`src/rtl/calculadora_pkg.sv`:
```
// calculadora_pkg: shared width, FSM encoding and 7-segment codes for the calculator display path.
`default_nettype none

package calculadora_pkg;

  localparam int LARGURA = 8;

  localparam logic [1:0] OCIOSO   = 2'd0;
  localparam logic [1:0] CONVERTE = 2'd1;
  localparam logic [1:0] ATUALIZA = 2'd2;

  // Active low, bit order g f e d c b a
  localparam logic [6:0] SEG_0       = 7'b1000000;
  localparam logic [6:0] SEG_1       = 7'b1111001;
  localparam logic [6:0] SEG_2       = 7'b0100100;
  localparam logic [6:0] SEG_3       = 7'b0110000;
  localparam logic [6:0] SEG_4       = 7'b0011001;
  localparam logic [6:0] SEG_5       = 7'b0010010;
  localparam logic [6:0] SEG_6       = 7'b0000010;
  localparam logic [6:0] SEG_7       = 7'b1111000;
  localparam logic [6:0] SEG_8       = 7'b0000000;
  localparam logic [6:0] SEG_9       = 7'b0010000;
  localparam logic [6:0] SEG_APAGADO = 7'b1111111;
  localparam logic [6:0] SEG_MENOS   = 7'b0111111;

  function automatic logic [6:0] seg_digito(input logic [3:0] d);
    logic [6:0] s;
    s = SEG_APAGADO;
    case (d)
      4'd0: s = SEG_0;
      4'd1: s = SEG_1;
      4'd2: s = SEG_2;
      4'd3: s = SEG_3;
      4'd4: s = SEG_4;
      4'd5: s = SEG_5;
      4'd6: s = SEG_6;
      4'd7: s = SEG_7;
      4'd8: s = SEG_8;
      4'd9: s = SEG_9;
      default: s = SEG_APAGADO;
    endcase
    return s;
  endfunction

endpackage

`default_nettype wire

```
`src/rtl/conversor_bcd.sv`:
```
// conversor_bcd: sequential double-dabble, one shift-and-add-3 step per clock, eight steps per byte.
`default_nettype none

module conversor_bcd
  import calculadora_pkg::*;
(
  input  logic               clk,
  input  logic               rst,
  input  logic               inicio,
  input  logic [LARGURA-1:0] magnitude,
  output logic               pronto,
  output logic [3:0]         centenas,
  output logic [3:0]         dezenas,
  output logic [3:0]         unidades
);

  logic [19:0] deslocamento;
  logic [19:0] ajustado;
  logic [2:0]  passo;
  logic        ativo;

  always_comb begin
    ajustado = deslocamento;
    if (ajustado[11:8] >= 4'd5)
      ajustado[11:8] = ajustado[11:8] + 4'd3;
    if (ajustado[15:12] >= 4'd5)
      ajustado[15:12] = ajustado[15:12] + 4'd3;
    if (ajustado[19:16] >= 4'd5)
      ajustado[19:16] = ajustado[19:16] + 4'd3;
  end

  always_ff @(posedge clk or posedge rst) begin
    if (rst) begin
      deslocamento <= '0;
      passo        <= '0;
      ativo        <= 1'b0;
    end else if (inicio) begin
      deslocamento <= {12'd0, magnitude};
      passo        <= '0;
      ativo        <= 1'b1;
    end else if (ativo) begin
      deslocamento <= {ajustado[18:0], 1'b0};
      passo        <= passo + 3'd1;
      if (passo == 3'd7)
        ativo <= 1'b0;
    end
  end

  // High during the final step; the BCD outputs are valid from the following cycle.
  assign pronto   = ativo && (passo == 3'd7);
  assign centenas = deslocamento[19:16];
  assign dezenas  = deslocamento[15:12];
  assign unidades = deslocamento[11:8];

endmodule

`default_nettype wire

```
`src/rtl/display_calculadora.sv`:
```
// display_calculadora: registers the calculator result, converts it to BCD with optional sign
// and scans it onto a 4-digit multiplexed active-low common-anode 7-segment display.
`default_nettype none

module display_calculadora
  import calculadora_pkg::*;
#(
  parameter int DIV_VARREDURA = 1000
) (
  input  logic               clk,
  input  logic               rst,
  input  logic [LARGURA-1:0] valor,
  input  logic               modo_sinal,
  output logic [6:0]         segmentos,
  output logic [3:0]         anodos,
  output logic               ocupado
);

  localparam int              PW        = (DIV_VARREDURA > 2) ? $clog2(DIV_VARREDURA) : 1;
  localparam logic [PW-1:0]   PRESC_MAX = PW'(DIV_VARREDURA - 1);

  logic [1:0]         estado;
  logic               pendente;
  logic [LARGURA:0]   ultimo;
  logic               neg_conv;
  logic               requisicao;
  logic               inicio;
  logic               negativo;
  logic [LARGURA-1:0] magnitude;
  logic               pronto;
  logic [3:0]         bcd_c, bcd_d, bcd_u;

  logic [3:0]         disp_c, disp_d, disp_u;
  logic               disp_neg;
  logic               disp_valido;

  logic [PW-1:0]      presc;
  logic [1:0]         indice;
  logic [6:0]         seg_atual;

  assign requisicao = pendente || ({modo_sinal, valor} != ultimo);
  assign inicio     = (estado == OCIOSO) && requisicao;
  assign negativo   = modo_sinal && valor[LARGURA-1];
  // Two's complement negate; -128 wraps to 8'h80, which reads as 128 unsigned.
  assign magnitude  = negativo ? (~valor + 8'd1) : valor;

  conversor_bcd u_conversor (
    .clk       (clk),
    .rst       (rst),
    .inicio    (inicio),
    .magnitude (magnitude),
    .pronto    (pronto),
    .centenas  (bcd_c),
    .dezenas   (bcd_d),
    .unidades  (bcd_u)
  );

  always_ff @(posedge clk or posedge rst) begin
    if (rst) begin
      estado      <= OCIOSO;
      pendente    <= 1'b1;
      ultimo      <= '0;
      neg_conv    <= 1'b0;
      ocupado     <= 1'b0;
      disp_c      <= '0;
      disp_d      <= '0;
      disp_u      <= '0;
      disp_neg    <= 1'b0;
      disp_valido <= 1'b0;
    end else begin
      case (estado)
        OCIOSO: begin
          ocupado <= requisicao;
          if (requisicao) begin
            ultimo   <= {modo_sinal, valor};
            pendente <= 1'b0;
            neg_conv <= negativo;
            estado   <= CONVERTE;
          end
        end
        CONVERTE: begin
          ocupado <= 1'b1;
          if (pronto)
            estado <= ATUALIZA;
        end
        ATUALIZA: begin
          ocupado     <= 1'b1;
          disp_c      <= bcd_c;
          disp_d      <= bcd_d;
          disp_u      <= bcd_u;
          disp_neg    <= neg_conv;
          disp_valido <= 1'b1;
          estado      <= OCIOSO;
        end
        default: estado <= OCIOSO;
      endcase
    end
  end

  always_comb begin
    seg_atual = SEG_APAGADO;
    if (disp_valido) begin
      case (indice)
        2'd0: seg_atual = seg_digito(disp_u);
        2'd1: seg_atual = ((disp_c == 4'd0) && (disp_d == 4'd0)) ? SEG_APAGADO : seg_digito(disp_d);
        2'd2: seg_atual = (disp_c == 4'd0) ? SEG_APAGADO : seg_digito(disp_c);
        default: seg_atual = disp_neg ? SEG_MENOS : SEG_APAGADO;
      endcase
    end
  end

  always_ff @(posedge clk or posedge rst) begin
    if (rst) begin
      presc     <= '0;
      indice    <= '0;
      segmentos <= SEG_APAGADO;
      anodos    <= 4'b1111;
    end else begin
      if (presc == PRESC_MAX) begin
        presc  <= '0;
        indice <= indice + 2'd1;
      end else begin
        presc <= presc + 1'b1;
      end
      segmentos <= seg_atual;
      anodos    <= ~(4'b0001 << indice);
    end
  end

endmodule

`default_nettype wire

```
`config.mk`:
```
export PLATFORM = sky130hd
export DESIGN_NAME = display_calculadora
export DESIGN_NICKNAME = d
export VERILOG_FILES = /design/src/rtl/calculadora_pkg.sv /design/src/rtl/conversor_bcd.sv /design/src/rtl/display_calculadora.sv
export SDC_FILE = /design/constraint.sdc
export NUM_CORES = 1
export LEC_CHECK = 0
export ABC_AREA = 1
export BUFFER_PORTS_ARGS = -buffer_cell sky130_fd_sc_hd__buf_2
export CAP_MARGIN = 10
export CORE_MARGIN = 3
export CORE_UTILIZATION = 45
export CTS_CLUSTER_DIAMETER = 40
export DETAILED_ROUTE_END_ITERATION = 16
export SYNTH_ARGS = -nofsm -noshare
export SYNTH_HDL_FRONTEND = slang
export SYNTH_SLANG_ARGS = --single-unit
```
`constraint.sdc`:
```
create_clock -name clk -period 3.1 [get_ports clk]
set_input_delay 0.62 -clock clk [delete_from_list [all_inputs] [get_ports clk]]
set_output_delay 0.62 -clock clk [all_outputs]
set_load 0.005 [all_outputs]
```
==> impl_results.md <==
- Status: finished clean
- Pwr Total: 4.09 mW
- Slowest cell on crit path: nor4_1
- Largest area contributor in the netlist: dfrtp_1
- CTS tree: built
- Share of synthesized flip-flops with an asynchronous set or reset: 100%
- Post-Route WL: 8320 um
- # IOs: 23
- Sink Count: 75
- Core Area: 9280 um^2
- Routability cong.: between 0.8 and 0.9
- Final min period: 1950 ps
- Synthesis warning total: 0
- CP Max Fanout: 7
- Initial antenna violation count: 0
- Initial core utilization: 46.3%
- Register area share after synthesis: 44.0%
- Port bufs: 22
- Slew HR: 27.0%
- RSZ-0062 raised after global routing: false
- Area share of the largest cell type after synthesis: 36.6%
- Seq pwr share: 37.4%
- Wirelength per Cell: 12.1 um
- Slowest Stage Delay on Critical Path: 940 ps
- Sw Share: a little over 40%
- Net Switching: 1.66 mW
- Area growth syn-to-layout: 11.5%
- Most common cell in the netlist: nand2_1
- Hold Violations, Final: 0
- CP arrival: 2130 ps
- Post-synth top cells: nand2_1 (107), inv_1 (69), dfrtp_1 (63)
- Post-Syn Area: 4300 um^2
- Clk pwr share: 22.9%
- Req. time, crit path: 3280 ps
- First-pass GRT wire length: 14,500 um
- Total grt overflow: 0
- Maximum vdd drop: 0.000385 V
- Mapped Nets: 574
- Mean Syn Cell Area: 8.16 um^2
- Internal power: 2.43 mW
- Die Area: 10,800 um^2
- Antenna diodes: 0
- Leak: 2.32 nW
- Crit start category: register
- Predominant post-synthesis flop cell: dfrtp_1
- P per Cell Area: 853 nW/um^2
- Hold WC Path Type: in2async
- Final setup violation count: 0
- Clock Latency Late Sink: 350 ps
- WS Path Type: reg2reg
- Max Slew Vio Count: 0
- Clk root buf: clkbuf_8
- Clock transition at path regs: 90 ps
- Row count: 35
- Period utilisation layout: 62.9%
- Yosys cell types: 34
- Iter 0 DRT Violations: 142
- Post-CTS sizing: 0
- Critical-path cell list: ha_1 > nand2_1 > nor4_1 > o21ai_0
- Postcts setup bufs: 0
- FMAX: slightly above 500 MHz
- Die width: 104 um
- Setup ws final: 1150 ps
- Pre-antenna DRT Iters: 4
- Worst Max-Slew Pin Slew: 1080 ps
- Layout cells sized above 1: 14.2%
- Final nets: ~600
- Post-place setup slack: 868 ps
- Dpl hpwl: 6090 um
- Die extent in y: around 100 um
- DRT antenna net count: 0
- Mapped Cells: 527
- Final hold slack: 252 ps
- Setup TNS: 0 ps
- #FFs+latches synth: 75
- GRT Resource Usage Total: 16.1%
- Max cap viols: 0
- Drt drc: 0
- Number of synthesized flops with an enable pin: 0
- FILL cells: 942
- Number of CTS-inserted buffers: 9
- Via count of the first global-routing pass: 3,253
- Largest net degree at the start of global routing: 58
- Nature of the critical path endpoint: register
- Worst-case clock buffer depth: 2
- Htree depth: 3
- Routed vias: about 3,400
- Hold Buf Count CTS: 0
- Dominant cells by area after synthesis: dfrtp_1 (37%), ha_1 (10%), nand2_1 (9.3%)
- Vias/cell: 5.00
- Skew final: ~11 ps
- Combinational share of power: 39.7%
## cells in the final DEF (no fill, tap or decap), drive strengths merged
cell / instances
o22ai: 1
dfrtp: 63
dfstp: 12
nor4: 2
buf: 26
bufinv: 3
nor3: 9
nand2: 110
clkinvlp: 1
o311ai: 1
mux2: 1
nand4: 12
clkbuf: 9
a2bb2oi: 1
or2: 4
nor2: 30
o211ai: 1
xnor2: 1
inv: 75
nand3: 41
a21oi: 33
o21ai: 72
ha: 36
clkinv: 3
xor2: 6
a31oi: 4
## layout make-up
class                      instances  area [um^2]  area share (%)
inverter                          75          282            5.87
sequential                        75         1890            39.5
multi-input combinational        365         2060            43.0
tap                              129          161            3.37
clock buffer                       9          124            2.58
timing repair buffer              26          153            3.18
clock inverter                     7          124            2.58
## through the flow
stage               utilization, %  cells  area (um^2)
finish                        51.6    686         4790
global route                  51.6    686         4790
CTS                           51.6    686         4790
detailed placement            49.0    670         4550
global placement              49.0    670         4550
floorplan                        -    527         4300
## metal layers
metal,GRT usage (%),up-vias,part of all wire [%]
met1,21.9,1600,50
met4,5.41,0,1.8
met3,3.12,13,2.2
met2,26.1,43,46
li1,-,1771,-
met5,0,-,0
## cells by family after synthesis
family	Yosys count	share of synthesized area [%]
buf+inv	87	8.14
mux	1	0.262
flops	75	44.0
compound gates	113	13.8
xor+xnor	7	1.43
fa+ha+maj	36	10.5
simple gates	208	21.9
## worst max-delay path: cells and delay by family (launching register included)
| kind | cells | cell delay, ps |
|---|---|---|
| and+or+nand+nor | 2 | 1050 |
| DFF | 1 | 390 |
| adders and majority gates | 1 | 180 |
| AOI/OAI and AO/OA | 1 | 170 |
## registers in the layout, indices dropped and copies added (netlist names), 3 cells and up
| register | cells |
|---|---|
| u_conversor.deslocamento | 20 |
| presc | 10 |
| anodos | 4 |
| segmentos | 7 |
| disp_c | 4 |
| ultimo | 9 |
| disp_d | 4 |
| disp_u | 4 |
| u_conversor.passo | 3 |
## power by group through the flow
stage	registers, mW	clock network [mW]	logic (mW)
after global placement	1.54	0	1.58
after CTS	1.53	0.958	1.63
after floorplan	1.49	0	1.31
final	1.53	0.936	1.62
after global routing	1.57	1.00	1.90
after detailed placement	1.54	0	1.63
## path summary, 6_finish.rpt
path                                               from                endpoint  slack [ps]  cells past startpoint
max in group asynchronous                           rst    pendente$_DFFE_PP1P_        2200                      3
worst max-delay path                 presc[0]$_DFF_PP0_   indice[1]$_DFFE_PP0N_        1150                      4
min in group clk                disp_valido$_DFFE_PP0N_  segmentos[6]$_DFF_PP1_         460                      1
worst min register to register  disp_valido$_DFFE_PP0N_  segmentos[6]$_DFF_PP1_         460                      1
worst min-delay path                                rst      presc[9]$_DFF_PP0_         250                      2
worst max register to register       presc[0]$_DFF_PP0_   indice[1]$_DFFE_PP0N_        1150                      4
Note: power is estimated with default switching activity, not from simulation.
